===== src/rtl/board_reset_seq_pkg.sv =====
// Shared types and constants for the DE10-Pro board reset / bring-up sequencer.
package board_reset_pkg;

  localparam int unsigned CNT_W_DEFAULT = 26;

  typedef enum logic [2:0] {
    NPOR_HOLD = 3'd0,
    SYS_HOLD  = 3'd1,
    CAL_WAIT  = 3'd2,
    RUN       = 3'd3,
    FAIL      = 3'd4
  } state_t;

  localparam int LED_SYS_UP    = 0;
  localparam int LED_NPOR      = 1;
  localparam int LED_DDR_READY = 2;
  localparam int LED_ERROR     = 3;

endpackage


===== src/rtl/board_reset_seq_if.sv =====
// Board-side signals of the reset sequencer: raw asynchronous inputs and registered status outputs.
interface board_reset_seq_if;

  logic       cpu_reset_n;
  logic       pcie_perst_n;
  logic       ddr4_b_cal_success;
  logic       ddr4_b_cal_fail;
  logic       ddr4_c_cal_success;
  logic       ddr4_c_cal_fail;
  logic       sys_reset;
  logic       pcie_npor;
  logic       ddr_ready;
  logic       cal_fail;
  logic       cal_timeout;
  logic [3:0] led;
  logic [2:0] state;

  modport master (
    output cpu_reset_n, pcie_perst_n,
    output ddr4_b_cal_success, ddr4_b_cal_fail, ddr4_c_cal_success, ddr4_c_cal_fail,
    input  sys_reset, pcie_npor, ddr_ready, cal_fail, cal_timeout, led, state
  );

  modport slave (
    input  cpu_reset_n, pcie_perst_n,
    input  ddr4_b_cal_success, ddr4_b_cal_fail, ddr4_c_cal_success, ddr4_c_cal_fail,
    output sys_reset, pcie_npor, ddr_ready, cal_fail, cal_timeout, led, state
  );

endinterface


===== src/rtl/board_reset_seq_sync_2ff.sv =====
// Two-flop synchroniser with a selectable value loaded during synchronous reset.
module sync_2ff #(
  parameter logic RST_VAL = 1'b0
) (
  input  logic clk,
  input  logic rst,
  input  logic d,
  output logic q
);

  logic meta_q;
  logic sync_q;

  always_ff @(posedge clk) begin
    if (rst) begin
      meta_q <= RST_VAL;
      sync_q <= RST_VAL;
    end else begin
      meta_q <= d;
      sync_q <= meta_q;
    end
  end

  assign q = sync_q;

endmodule


===== src/rtl/board_reset_seq.sv =====
// Board reset sequencer: holds PCIe npor and the system reset, then waits for both DDR4
// EMIF calibrations and reports ready / fail / timeout. A debounced button restarts it.
module board_reset_seq
  import board_reset_pkg::*;
#(
  parameter int unsigned NPOR_DELAY  = 5000000,
  parameter int unsigned SYS_DELAY   = 1024,
  parameter int unsigned CAL_TIMEOUT = 50000000,
  parameter int unsigned DEBOUNCE    = 500000,
  parameter int unsigned CNT_W       = CNT_W_DEFAULT
) (
  input  logic            clk_clk,
  input  logic            reset_reset,
  board_reset_seq_if.slave bus
);

  localparam logic [CNT_W-1:0] NPOR_LAST = CNT_W'(NPOR_DELAY - 1);
  localparam logic [CNT_W-1:0] SYS_LAST  = CNT_W'(SYS_DELAY - 1);
  localparam logic [CNT_W-1:0] CAL_LAST  = CNT_W'(CAL_TIMEOUT - 1);
  localparam logic [CNT_W-1:0] DEB_LAST  = CNT_W'(DEBOUNCE - 1);
  localparam logic [CNT_W-1:0] DEB_DONE  = CNT_W'(DEBOUNCE);

  logic btn_n_s, perst_n_s, b_ok_s, b_fail_s, c_ok_s, c_fail_s;

  sync_2ff #(.RST_VAL(1'b1)) u_sync_btn    (.clk(clk_clk), .rst(reset_reset), .d(bus.cpu_reset_n),        .q(btn_n_s));
  sync_2ff #(.RST_VAL(1'b0)) u_sync_perst  (.clk(clk_clk), .rst(reset_reset), .d(bus.pcie_perst_n),       .q(perst_n_s));
  sync_2ff #(.RST_VAL(1'b0)) u_sync_b_ok   (.clk(clk_clk), .rst(reset_reset), .d(bus.ddr4_b_cal_success), .q(b_ok_s));
  sync_2ff #(.RST_VAL(1'b0)) u_sync_b_fail (.clk(clk_clk), .rst(reset_reset), .d(bus.ddr4_b_cal_fail),    .q(b_fail_s));
  sync_2ff #(.RST_VAL(1'b0)) u_sync_c_ok   (.clk(clk_clk), .rst(reset_reset), .d(bus.ddr4_c_cal_success), .q(c_ok_s));
  sync_2ff #(.RST_VAL(1'b0)) u_sync_c_fail (.clk(clk_clk), .rst(reset_reset), .d(bus.ddr4_c_cal_fail),    .q(c_fail_s));

  // Debounce counter saturates one past the press point so a held button fires only once.
  logic [CNT_W-1:0] deb_cnt_q, deb_cnt_d;
  logic             press;

  always_comb begin
    deb_cnt_d = deb_cnt_q;
    press     = 1'b0;
    if (btn_n_s) begin
      deb_cnt_d = '0;
    end else begin
      press = (deb_cnt_q == DEB_LAST);
      if (deb_cnt_q != DEB_DONE) deb_cnt_d = deb_cnt_q + 1'b1;
    end
  end

  always_ff @(posedge clk_clk) begin
    if (reset_reset) deb_cnt_q <= '0;
    else             deb_cnt_q <= deb_cnt_d;
  end

  state_t           state_q, state_d;
  logic [CNT_W-1:0] cnt_q, cnt_d;
  logic             sys_reset_q, sys_reset_d;
  logic             npor_q, npor_d;
  logic             ready_q, ready_d;
  logic             fail_q, fail_d;
  logic             tmo_q, tmo_d;
  logic [3:0]       led_q, led_d;

  always_comb begin
    state_d     = state_q;
    cnt_d       = cnt_q;
    sys_reset_d = sys_reset_q;
    npor_d      = npor_q;
    ready_d     = ready_q;
    fail_d      = fail_q;
    tmo_d       = tmo_q;
    led_d       = '0;

    case (state_q)
      NPOR_HOLD: begin
        if (!perst_n_s) begin
          cnt_d = '0;
        end else if (cnt_q == NPOR_LAST) begin
          npor_d  = 1'b1;
          cnt_d   = '0;
          state_d = SYS_HOLD;
        end else begin
          cnt_d = cnt_q + 1'b1;
        end
      end
      SYS_HOLD: begin
        if (cnt_q == SYS_LAST) begin
          sys_reset_d = 1'b0;
          cnt_d       = '0;
          state_d     = CAL_WAIT;
        end else begin
          cnt_d = cnt_q + 1'b1;
        end
      end
      CAL_WAIT: begin
        cnt_d = cnt_q + 1'b1;
        if (b_fail_s || c_fail_s) begin
          fail_d  = 1'b1;
          state_d = FAIL;
        end else if (b_ok_s && c_ok_s) begin
          ready_d = 1'b1;
          state_d = RUN;
        end else if (cnt_q == CAL_LAST) begin
          tmo_d   = 1'b1;
          state_d = FAIL;
        end
      end
      RUN, FAIL: ;
      default: state_d = NPOR_HOLD;
    endcase

    // In NPOR_HOLD these values already hold, so a press there only restarts the count.
    if (press) begin
      state_d     = NPOR_HOLD;
      cnt_d       = '0;
      sys_reset_d = 1'b1;
      npor_d      = 1'b0;
      ready_d     = 1'b0;
      fail_d      = 1'b0;
      tmo_d       = 1'b0;
    end

    led_d[LED_SYS_UP]    = ~sys_reset_d;
    led_d[LED_NPOR]      = npor_d;
    led_d[LED_DDR_READY] = ready_d;
    led_d[LED_ERROR]     = fail_d | tmo_d;
  end

  always_ff @(posedge clk_clk) begin
    if (reset_reset) begin
      state_q     <= NPOR_HOLD;
      cnt_q       <= '0;
      sys_reset_q <= 1'b1;
      npor_q      <= 1'b0;
      ready_q     <= 1'b0;
      fail_q      <= 1'b0;
      tmo_q       <= 1'b0;
      led_q       <= '0;
    end else begin
      state_q     <= state_d;
      cnt_q       <= cnt_d;
      sys_reset_q <= sys_reset_d;
      npor_q      <= npor_d;
      ready_q     <= ready_d;
      fail_q      <= fail_d;
      tmo_q       <= tmo_d;
      led_q       <= led_d;
    end
  end

  assign bus.sys_reset   = sys_reset_q;
  assign bus.pcie_npor   = npor_q;
  assign bus.ddr_ready   = ready_q;
  assign bus.cal_fail    = fail_q;
  assign bus.cal_timeout = tmo_q;
  assign bus.led         = led_q;
  assign bus.state       = state_q;

endmodule


===== src/flat_wrapper.sv =====
// flat-port wrapper written by rule: the top's interface ports become plain ports
module board_reset_seq_flat import board_reset_pkg::*;
#(
  parameter int unsigned NPOR_DELAY  = 5000000,
  parameter int unsigned SYS_DELAY   = 1024,
  parameter int unsigned CAL_TIMEOUT = 50000000,
  parameter int unsigned DEBOUNCE    = 500000,
  parameter int unsigned CNT_W       = CNT_W_DEFAULT
)
  (clk_clk, reset_reset, bus_cpu_reset_n, bus_pcie_perst_n, bus_ddr4_b_cal_success, bus_ddr4_b_cal_fail, bus_ddr4_c_cal_success, bus_ddr4_c_cal_fail, bus_sys_reset, bus_pcie_npor, bus_ddr_ready, bus_cal_fail, bus_cal_timeout, bus_led, bus_state);
  board_reset_seq_if bus_i ();
  input  logic clk_clk;
  input  logic reset_reset;
  input wire logic [$bits(bus_i.cpu_reset_n)-1:0] bus_cpu_reset_n;
  input wire logic [$bits(bus_i.pcie_perst_n)-1:0] bus_pcie_perst_n;
  input wire logic [$bits(bus_i.ddr4_b_cal_success)-1:0] bus_ddr4_b_cal_success;
  input wire logic [$bits(bus_i.ddr4_b_cal_fail)-1:0] bus_ddr4_b_cal_fail;
  input wire logic [$bits(bus_i.ddr4_c_cal_success)-1:0] bus_ddr4_c_cal_success;
  input wire logic [$bits(bus_i.ddr4_c_cal_fail)-1:0] bus_ddr4_c_cal_fail;
  output wire logic [$bits(bus_i.sys_reset)-1:0] bus_sys_reset;
  output wire logic [$bits(bus_i.pcie_npor)-1:0] bus_pcie_npor;
  output wire logic [$bits(bus_i.ddr_ready)-1:0] bus_ddr_ready;
  output wire logic [$bits(bus_i.cal_fail)-1:0] bus_cal_fail;
  output wire logic [$bits(bus_i.cal_timeout)-1:0] bus_cal_timeout;
  output wire logic [$bits(bus_i.led)-1:0] bus_led;
  output wire logic [$bits(bus_i.state)-1:0] bus_state;
  assign bus_i.cpu_reset_n = bus_cpu_reset_n;
  assign bus_i.pcie_perst_n = bus_pcie_perst_n;
  assign bus_i.ddr4_b_cal_success = bus_ddr4_b_cal_success;
  assign bus_i.ddr4_b_cal_fail = bus_ddr4_b_cal_fail;
  assign bus_i.ddr4_c_cal_success = bus_ddr4_c_cal_success;
  assign bus_i.ddr4_c_cal_fail = bus_ddr4_c_cal_fail;
  assign bus_sys_reset = bus_i.sys_reset;
  assign bus_pcie_npor = bus_i.pcie_npor;
  assign bus_ddr_ready = bus_i.ddr_ready;
  assign bus_cal_fail = bus_i.cal_fail;
  assign bus_cal_timeout = bus_i.cal_timeout;
  assign bus_led = bus_i.led;
  assign bus_state = bus_i.state;
  board_reset_seq #(.NPOR_DELAY(NPOR_DELAY), .SYS_DELAY(SYS_DELAY), .CAL_TIMEOUT(CAL_TIMEOUT), .DEBOUNCE(DEBOUNCE), .CNT_W(CNT_W)) u_core (.clk_clk(clk_clk), .reset_reset(reset_reset), .bus(bus_i));
endmodule

===== config.mk =====
export PLATFORM = sky130hd
export DESIGN_NAME = board_reset_seq_flat
export DESIGN_NICKNAME = d
export VERILOG_FILES = /design/src/rtl/board_reset_seq_pkg.sv /design/src/rtl/board_reset_seq_if.sv /design/src/rtl/board_reset_seq_sync_2ff.sv /design/src/rtl/board_reset_seq.sv /design/src/flat_wrapper.sv
export SDC_FILE = /design/constraint.sdc
export NUM_CORES = 1
export LEC_CHECK = 0
export CORE_MARGIN = 3
export CORE_UTILIZATION = 63
export DETAILED_ROUTE_END_ITERATION = 7
export GPL_ROUTABILITY_DRIVEN = 1
export GPL_TIMING_DRIVEN = 1
export PLACE_DENSITY = 0.84
export SETUP_SLACK_MARGIN = 0.4
export SLEW_MARGIN = 20
export SYNTH_ARGS = -nofsm -noshare
export SYNTH_HDL_FRONTEND = slang
export SYNTH_SLANG_ARGS = --single-unit

===== constraint.sdc =====
create_clock -name clk_clk -period 4.3 [get_ports clk_clk]
set_clock_uncertainty 0.15 [all_clocks]
set_input_delay 0.43 -clock clk_clk [delete_from_list [all_inputs] [get_ports clk_clk]]
set_output_delay 0.43 -clock clk_clk [all_outputs]
set_load 0.005 [all_outputs]

==> results list, run 1 <==
* Status: complete, no violations
- Cell Pwr Density: ~360 nW/µm²
- Hold buffer count at CTS: 0
- Post-CTS repair changed the size of 0 cells.
- Along the worst hold path, the cell count comes to 1.
- Die outline area: 6160 µm²
- After layout, the worst path uses roughly two thirds of the clock period.
* Kind of launch point of the worst setup path: flip-flop
* Antenna violations before repair: 0
* All-Layer GR Usage: 23.7%
- CTS tree: done
- By count the netlist is led by 74 x dfxtp_1, 66 x nor2_1, 29 x nand2_1.
- After clock tree synthesis, the clock-pin slew on the worst setup and hold paths is 0.07 ns.
- After synthesis the netlist holds a flip-flop and latch count of 74.
- For this run, the register share of the synthesized area comes to 44.7%.
- The floorplan step set the die height to 78.5 µm.
- The slowest stage of the critical path is the a211o_1 cell.
* Hold Path Class: reg2reg
* First-iteration detailed-routing DRC count: 285
- Entering global routing, the biggest net connects 27 pins.
* Buffer type at the clock tree root: clkbuf_8
* Netlist area before placement: 3310 µm²
* Setup repair after global routing missed its margin: no
* Proportion of netlist area held by the largest area contributor: 44.7%
- Before antenna repair, the detailed router went through 5 iterations.
* Post-route DRC violation count: 0
- Reported max-cap violation count: 0
- Across all hold checks on the routed design, the worst slack comes to 0.277 ns.
- Of all flip-flops after synthesis, the portion carrying an async set or reset was 0%.
- Switching power: 0.258 mW
- Largest fanout on the critical path: 26
- Using the TritonRoute via totals, the vias-per-cell ratio works out to 5.71.
* Synth area leaders: dfxtp_1 45%, nor2_1 7.5%, xnor2_1 6.9%, xor2_1 5.3%, nand2_1 3.3%
- Final weighted congestion of routability-driven global placement: 0.905
- Number of buffers created by CTS: 9
- The clock tree synthesis step divided the H-tree into 3 levels.
- For this design the top-level I/O count stands at 20.
- Stage delay of the slowest cell on the critical path: 0.73 ns
* Distinct cells, synth: 46
- Num rows: 25
- The synthesized design spends more area on one cell type than any other, namely dfxtp_1.
* Relative contribution of combinational cells to total power: 1.7%
- Post-place instance area: 3490 µm²
- Via count of the first global-routing pass: 2551
* Crit path required time: ~4.4 ns
- Cells after synthesis: 384
* Buffer depth of the longest clock path: 2
- The worst pin sits at a relative slew slack of 45.0%.
- Static timing analysis puts the maximum clock frequency at 0.350 GHz.
- After global routing the overflow that remains totals 0.
- The first global-routing pass estimated 11500 µm of wire.
- Ordered list of cells on the worst path: ha_1 > and4_1 > nand4_1 > o21bai_1 > a211o_1 > nor2_1
- For the pin with the worst max-slew slack, the measured transition is 0.819 ns.
- Of the total power, the share spent switching nets is 19.3%.
- Worst voltage drop across the vdd grid: 0.000215 V
- DIE WIDTH: 78.5 µm
* Share of layout cells above drive strength 1: ~6%
* Depth of the worst register-to-register path: 6
- Sum Neg Setup Slack: 0 ns
- In this run the post-CTS setup repair buffer count came out at 0.
- Diodes inserted: 0
- Yosys mapped a number of flops with a built-in enable equal to 0.
* Setup violators final: 0
- Placement Setup Slack: between 1 and 1.5 ns
- The total area inside the core boundary comes to 4910 µm².
* Synth-to-Final Area Change: 12.6%
- Once layout is complete, the utilization of the core stands at 75.9%.
- Yosys synthesis warning count: 0
- Number of hold violations in the final report: 0
- Finished Cell Area: 3730 µm²
- Clock share of power: 46.3%
- Across all setup checks in the final design, the least slack found is 1.44 ns.
- The clock reaches the later pin of the worst-skew pair after 0.35 ns.
- In this run the static leakage power is 1.18 nW.
- Number of nets in the final layout: roughly 400
- Data arrives at the worst endpoint at 2.91 ns.
* Type of the worst setup path: reg2reg
- By instance count, the leading cell after synthesis is dfxtp_1.
- Dividing the detail-routed wire length by the instance count gives around 14 µm.
- Among all flip-flop cells after synthesis, the most frequent one is dfxtp_1.
- The count of nets left with antenna violations once routing finished came out at 0.
- Total routed wirelength: between 6000 and 7000 µm
- P_int: roughly 1.1 mW
- Total number of clock tree sinks: 74
- Detail Placement HPWL: 4440 µm
- Tmin final: 2.86 ns
- Post-Syn Area per Cell: 8.62 µm²
- The detailed router placed between 2000 and 3000 vias in this run.
- The final count of pins violating max slew is 0.
- Syn nets: around 400
- Sequential cells account for between 50% and 60% of the total power.
- The worst setup path is captured at a flip-flop.
- Buffers on Ports: 19
- Once the floorplan was initialized, standard cells occupied 67.4% of the core.
==> worst max-delay path, delay by kind of cell (launching register included) <==
kind | cells | cell delay, ns
and+or+nand+nor | 3 | 0.55
AOI/OAI and AO/OA | 2 | 1.36
DFF | 1 | 0.40
adders and majority gates | 1 | 0.24
==> worst paths after layout <==
path                                          startpoint             endpoint  slack [ns]
worst max-delay path                 u_core.deb_cnt_q[1]     u_core.cnt_q[24]        1.44
worst min-delay path            u_core.u_sync_btn.meta_q  u_core.u_sync_btn.q        0.28
worst max register to register       u_core.deb_cnt_q[1]     u_core.cnt_q[24]        1.44
worst min register to register  u_core.u_sync_btn.meta_q  u_core.u_sync_btn.q        0.28
==> state kept, by name (all words and copies together), names as in the netlist, 3 cells and up <==
register          cells
u_core.deb_cnt_q     26
u_core.bus.state      3
u_core.cnt_q         26
u_core.bus.led        4
==> metrics by stage <==
stage | power, mW | std cells
5_1_grt | 1.37 | 469
6_report | 1.33 | 469
3_3_place_gp | 0.730 | 453
3_5_place_dp | 0.731 | 453
4_1_cts | 1.34 | 469
2_1_floorplan | 0.723 | 384
==> cell usage in the layout, fill, tap and decap left out, types with 2 or more instances in the layout <==
master	n
nand2b_1	4
nor4bb_1	2
bufinv_16	2
clkbuf_8	12
dfxtp_1	74
or3_1	7
o21ai_0	3
a21oi_1	8
nand3_1	17
inv_1	9
a211oi_1	2
xnor2_1	26
nor3_1	18
a31oi_1	2
nor4_1	6
xor2_1	20
nor2b_1	10
or4_1	5
clkdlybuf4s50_1	19
or2_2	3
mux2i_1	2
ha_1	3
and4_1	7
nor2_1	66
nand2_1	29
and3_1	10
nand4_1	15
==> per-layer routing <==
metal	share of wire, %	vias to the layer above	wire length, µm	GRT usage (%)
li1	-	1346	-	-
met1	48	1237	3150	30.7
met2	43	82	2830	36.7
met3	7.1	14	466	7.91
met4	1.4	0	92	8.39
met5	0	-	0	0
==> area by class of cell <==
| type | count | area (µm²) |
|---|---|---|
| Tap cell | 67 | 83.8 |
| Clock inverter | 4 | 72.6 |
| Fill cell | 364 | 1180 |
| Multi-Input combinational cell | 284 | 1700 |
| Clock buffer | 12 | 165 |
| Inverter | 9 | 33.8 |
| Sequential cell | 74 | 1480 |
| Timing Repair Buffer | 19 | 190 |
==> power by group through the flow <==
stage | registers [mW] | logic (mW) | clock network [mW]
after floorplan | 0.708 | 0.0152 | 0
after detailed placement | 0.709 | 0.0225 | 0
after CTS | 0.693 | 0.0227 | 0.627
after global routing | 0.693 | 0.0253 | 0.656
final | 0.693 | 0.0225 | 0.617
after global placement | 0.709 | 0.0218 | 0
==> kinds of logic after synthesis <==
family                     share of synthesized area [%]
AOI/OAI and AO/OA                                   4.99
xor gates and xnor gates                            12.2
adders and majority gates                           1.13
buffers and inverters                               3.85
DFF                                                 44.7
muxes                                              0.944
and+or+nand+nor                                     32.2
Power figures use the tool's default switching activity.
==> inputs of run 2 (changes only) <==
--- a/config.mk
+++ b/config.mk
@@ -6,11 +6,11 @@
 export NUM_CORES = 1
 export LEC_CHECK = 0
 export CORE_MARGIN = 3
-export CORE_UTILIZATION = 63
+export CORE_UTILIZATION = 53
 export DETAILED_ROUTE_END_ITERATION = 7
 export GPL_ROUTABILITY_DRIVEN = 1
 export GPL_TIMING_DRIVEN = 1
-export PLACE_DENSITY = 0.84
+export PLACE_DENSITY = 0.75
 export SETUP_SLACK_MARGIN = 0.4
 export SLEW_MARGIN = 20
 export SYNTH_ARGS = -nofsm -noshare
==> constraint.sdc (replaced) <==
create_clock -name clk_clk -period 2.5 [get_ports clk_clk]
set_clock_uncertainty 0.15 [all_clocks]
set_input_delay 0.25 -clock clk_clk [delete_from_list [all_inputs] [get_ports clk_clk]]
set_output_delay 0.25 -clock clk_clk [all_outputs]
set_load 0.005 [all_outputs]
==> run 2 against run 1 <==
Worst hold slack lost 0.014 ns. Maximum frequency increased by 25%. Via count rose by 2.7%. Sequential power increased by 72%. Largest power group unchanged. Sequential share of layout area down 1.3 points. Routed wire length increased by 5.5%. Final cell count increased by 4.5%. Flip-flop and latch count stayed put. Combinational power increased by 110%. Die area is 17% higher. Total power up 63%. First-iteration DRC count fell by 16%.
==> results list, run 2 (synthesis gave the netlist of run 1 again) <==
- The instance area after placement came to 3600 µm² (+3.2%).
- The endpoint arrival time on the critical path was 2.38 ns (-0.53 ns).
- # H-tree levels: 3 (unchanged)
- The initial antenna violation count is 0 (unchanged).
- The number of hold-repair buffers added at the cts stage came to 0 (unchanged).
* Switching part of the total power: 22.7% (+3.4 points)
- The via count of the routed design was 2750 (+2.7%).
* Number of fill cells in the layout: 504 (+38%)
* Headroom to the max-slew limit: 66.8% (+22 points)
- Final worst setup slack: 0.211 ns (-1.23 ns)
* Register Area: 1490 µm² (+0.76%)
- Setup violators final: 0 (unchanged)
* Reported max-cap violation count: 0 (unchanged)
- Number of hold violations in the final report: 0 (unchanged)
- The average vias per placed instance was 5.61 (-1.7%).
- The wire length of the first global-routing pass was 11300 µm (-2.0%).
- The initial core utilization is 55.3% (-12 points).
- The die width came to 85.1 µm (+8.3%).
- Worst Setup End Kind: flip-flop
* Crit path required time: 2.59 ns (-1.76 ns)
- The floorplan die height came to 85.1 µm (+8.3%).
* Commonest non-fill, non-tap cells in the layout: 67 x dfxtp_1, 60 x nor2_1, 29 x nand2_1
* P_int: 1.68 mW (+56%)
* Placement Setup Slack: 0.258 ns (-1.24 ns)
- Number of max-slew violations in the final report: 0 (unchanged)
- Final cycle utilization of the critical path: 91.5% (+25 points)
- The routed length per instance was 14.1 µm (+1.0%).
- Buffer type at the clock tree root: clkbuf_8
- Setup repair after global routing could not meet its margin everywhere.
- The clock transition time at the flip-flop clock pins of the worst setup and hold paths was 0.08 ns (about the same).
- The total length of routed wires is 6900 µm (+5.5%).
- The number of buffers added by the clock tree synthesis step is 9 (unchanged).
- Finished Cell Area: 3880 µm² (+4.1%)
* Buffer depth of the longest clock path: 2 (unchanged)
- Switching power: 0.493 mW (+91%)
* Number of top-level pins: 20 (unchanged)
* Top layer used by detailed routing: met4
- The area of the multi-input gates was 1760 µm² (+3.5%).
- Final weighted congestion of routability-driven global placement: 0.929 (+2.6%)
- The library cell used most frequently in the layout, excluding fill and tap cells, is dfxtp_1.
* Remaining Overflow, GRT: 0 (unchanged)
* Number of nets in the final layout: 421 (+3.2%)
- The power density of the placed cells was 559 nW/µm² (+56%).
- Compared with the post-synthesis result, the final layout area differs by 17.2%.
- Num rows: 28 (+12%)
* Relative contribution of combinational cells to total power: 2.2% (+0.5 points)
- R2R setup slack: 0.21 ns (-1.23 ns)
- The measured slew at the worst slew-check pin is 0.497 ns (-0.322 ns).
- Total number of clock tree sinks: 74 (unchanged)
- The worst ir drop on vdd was 0.000303 V (+41%).
- CTS tree: done
- Register share of total power: 54.8% (+2.8 points)
- Core region area: 5990 µm² (+22%)
- Metal1 wirelength: 3030 µm (-3.7%)
- The tightest hold margin is 0.263 ns (-0.0139 ns).
- Diodes inserted: 0 (unchanged)
- The flow ran to the end, and the final reports show no timing, DRC or antenna violations.
- The total negative slack for setup checks is 0 ns (unchanged).
- The leakage power was 1.24 nW (+5.0%).
* Detail Placement HPWL: 4650 µm (+4.6%)
- Post-route DRC violation count: 0 (unchanged)
* Clock share of power: 43.0% (-3.3 points)
- Hold Path Class: reg2reg
- The achievable clock frequency came to 0.437 GHz (+25%).
- All-Layer GR Usage: 19.5% (-4.2 points)
- The worst setup path is of the reg2reg kind.
* First-iteration detailed-routing DRC count: 238 (-16%)
* Share of layout cells above drive strength 1: 13.3% (+7.3 points)
- Overall power: 2.17 mW (+63%)
- The overall die area came to 7230 µm² (+17%).
- The met3 wire length is 454 µm (-2.6%).
* Kind of launch point of the worst setup path: flip-flop
* Via count of the first global-routing pass: 2478 (-2.9%)
* Tmin final: 2.29 ns (-0.572 ns)
- Remaining antenna violation count after routing: 0 (unchanged)
- The number of I/O port buffers is 19 (unchanged).
- Detailed Routing Iterations Pass 1: 5 (unchanged)
* Largest net degree at the start of global routing: 27 (unchanged)
* Largest fanout on the critical path: 11 (-58%)
* Worst-Skew Late Latency: 0.35 ns (about the same)
- Met2 wire length: 3220 µm (+14%)
## run 2: worst paths after layout
kind,endpoint,cells after the start,startpoint
worst max-delay path,u_core.cnt_q[17],6,u_core.cnt_q[18]
worst min-delay path,u_core.u_sync_btn.q,1,u_core.u_sync_btn.meta_q
worst min register to register,u_core.u_sync_btn.q,1,u_core.u_sync_btn.meta_q
worst max register to register,u_core.cnt_q[17],6,u_core.cnt_q[18]
## run 2: per-layer routing
metal | vias up | global-route usage, %
met5 | - | 0
met4 | 0 | 9.50
met3 | 23 | 4.85
met2 | 94 | 31.4
met1 | 1260 | 24.3
li1 | 1373 | -
## run 2: area by class of cell
cell class / count / area share (%)
clock buffers: 9 / 3.19
clock inverters: 7 / 2.00
inverters: 9 / 0.870
multi-input cells: 284 / 45.4
flip-flops and latches: 74 / 38.4
well taps: 75 / 2.42
repair buffers: 32 / 7.70
## run 2: what timing repair did
item                                    CTS  global route
pin swaps                                 1             8
gates resized for setup                   2            19
endpoints found under the setup margin   27            32
buffers inserted                          0             1
cloned                                    0             1
## run 2: critical path, stage by stage, from the launching register on
cell and delay (ns):
dfxtp_4 0.37, or4_1 0.50, or4_4 0.57, nor4_4 0.15, a211o_1 0.21, buf_6 0.17, nor2_1 0.06
## run 2: power groups by stage
| stage | clock network [mW] | registers, mW | logic (mW) |
|---|---|---|---|
| 6_report | 0.933 | 1.19 | 0.0468 |
| 5_1_grt | 0.998 | 1.19 | 0.0518 |
| 4_1_cts | 0.952 | 1.19 | 0.0443 |
| 3_5_place_dp | 0 | 1.22 | 0.0433 |
| 3_3_place_gp | 0 | 1.22 | 0.0427 |
| 2_1_floorplan | 0 | 1.22 | 0.0261 |
## run 2: stage by stage
| stage | utilization (%) | instances |
|---|---|---|
| floorplan | - | 384 |
| finish | 64.8 | 490 |
| detailed placement | 60.1 | 472 |
| global route | 64.8 | 490 |
| CTS | 63.6 | 488 |
| global placement | 60.1 | 472 |
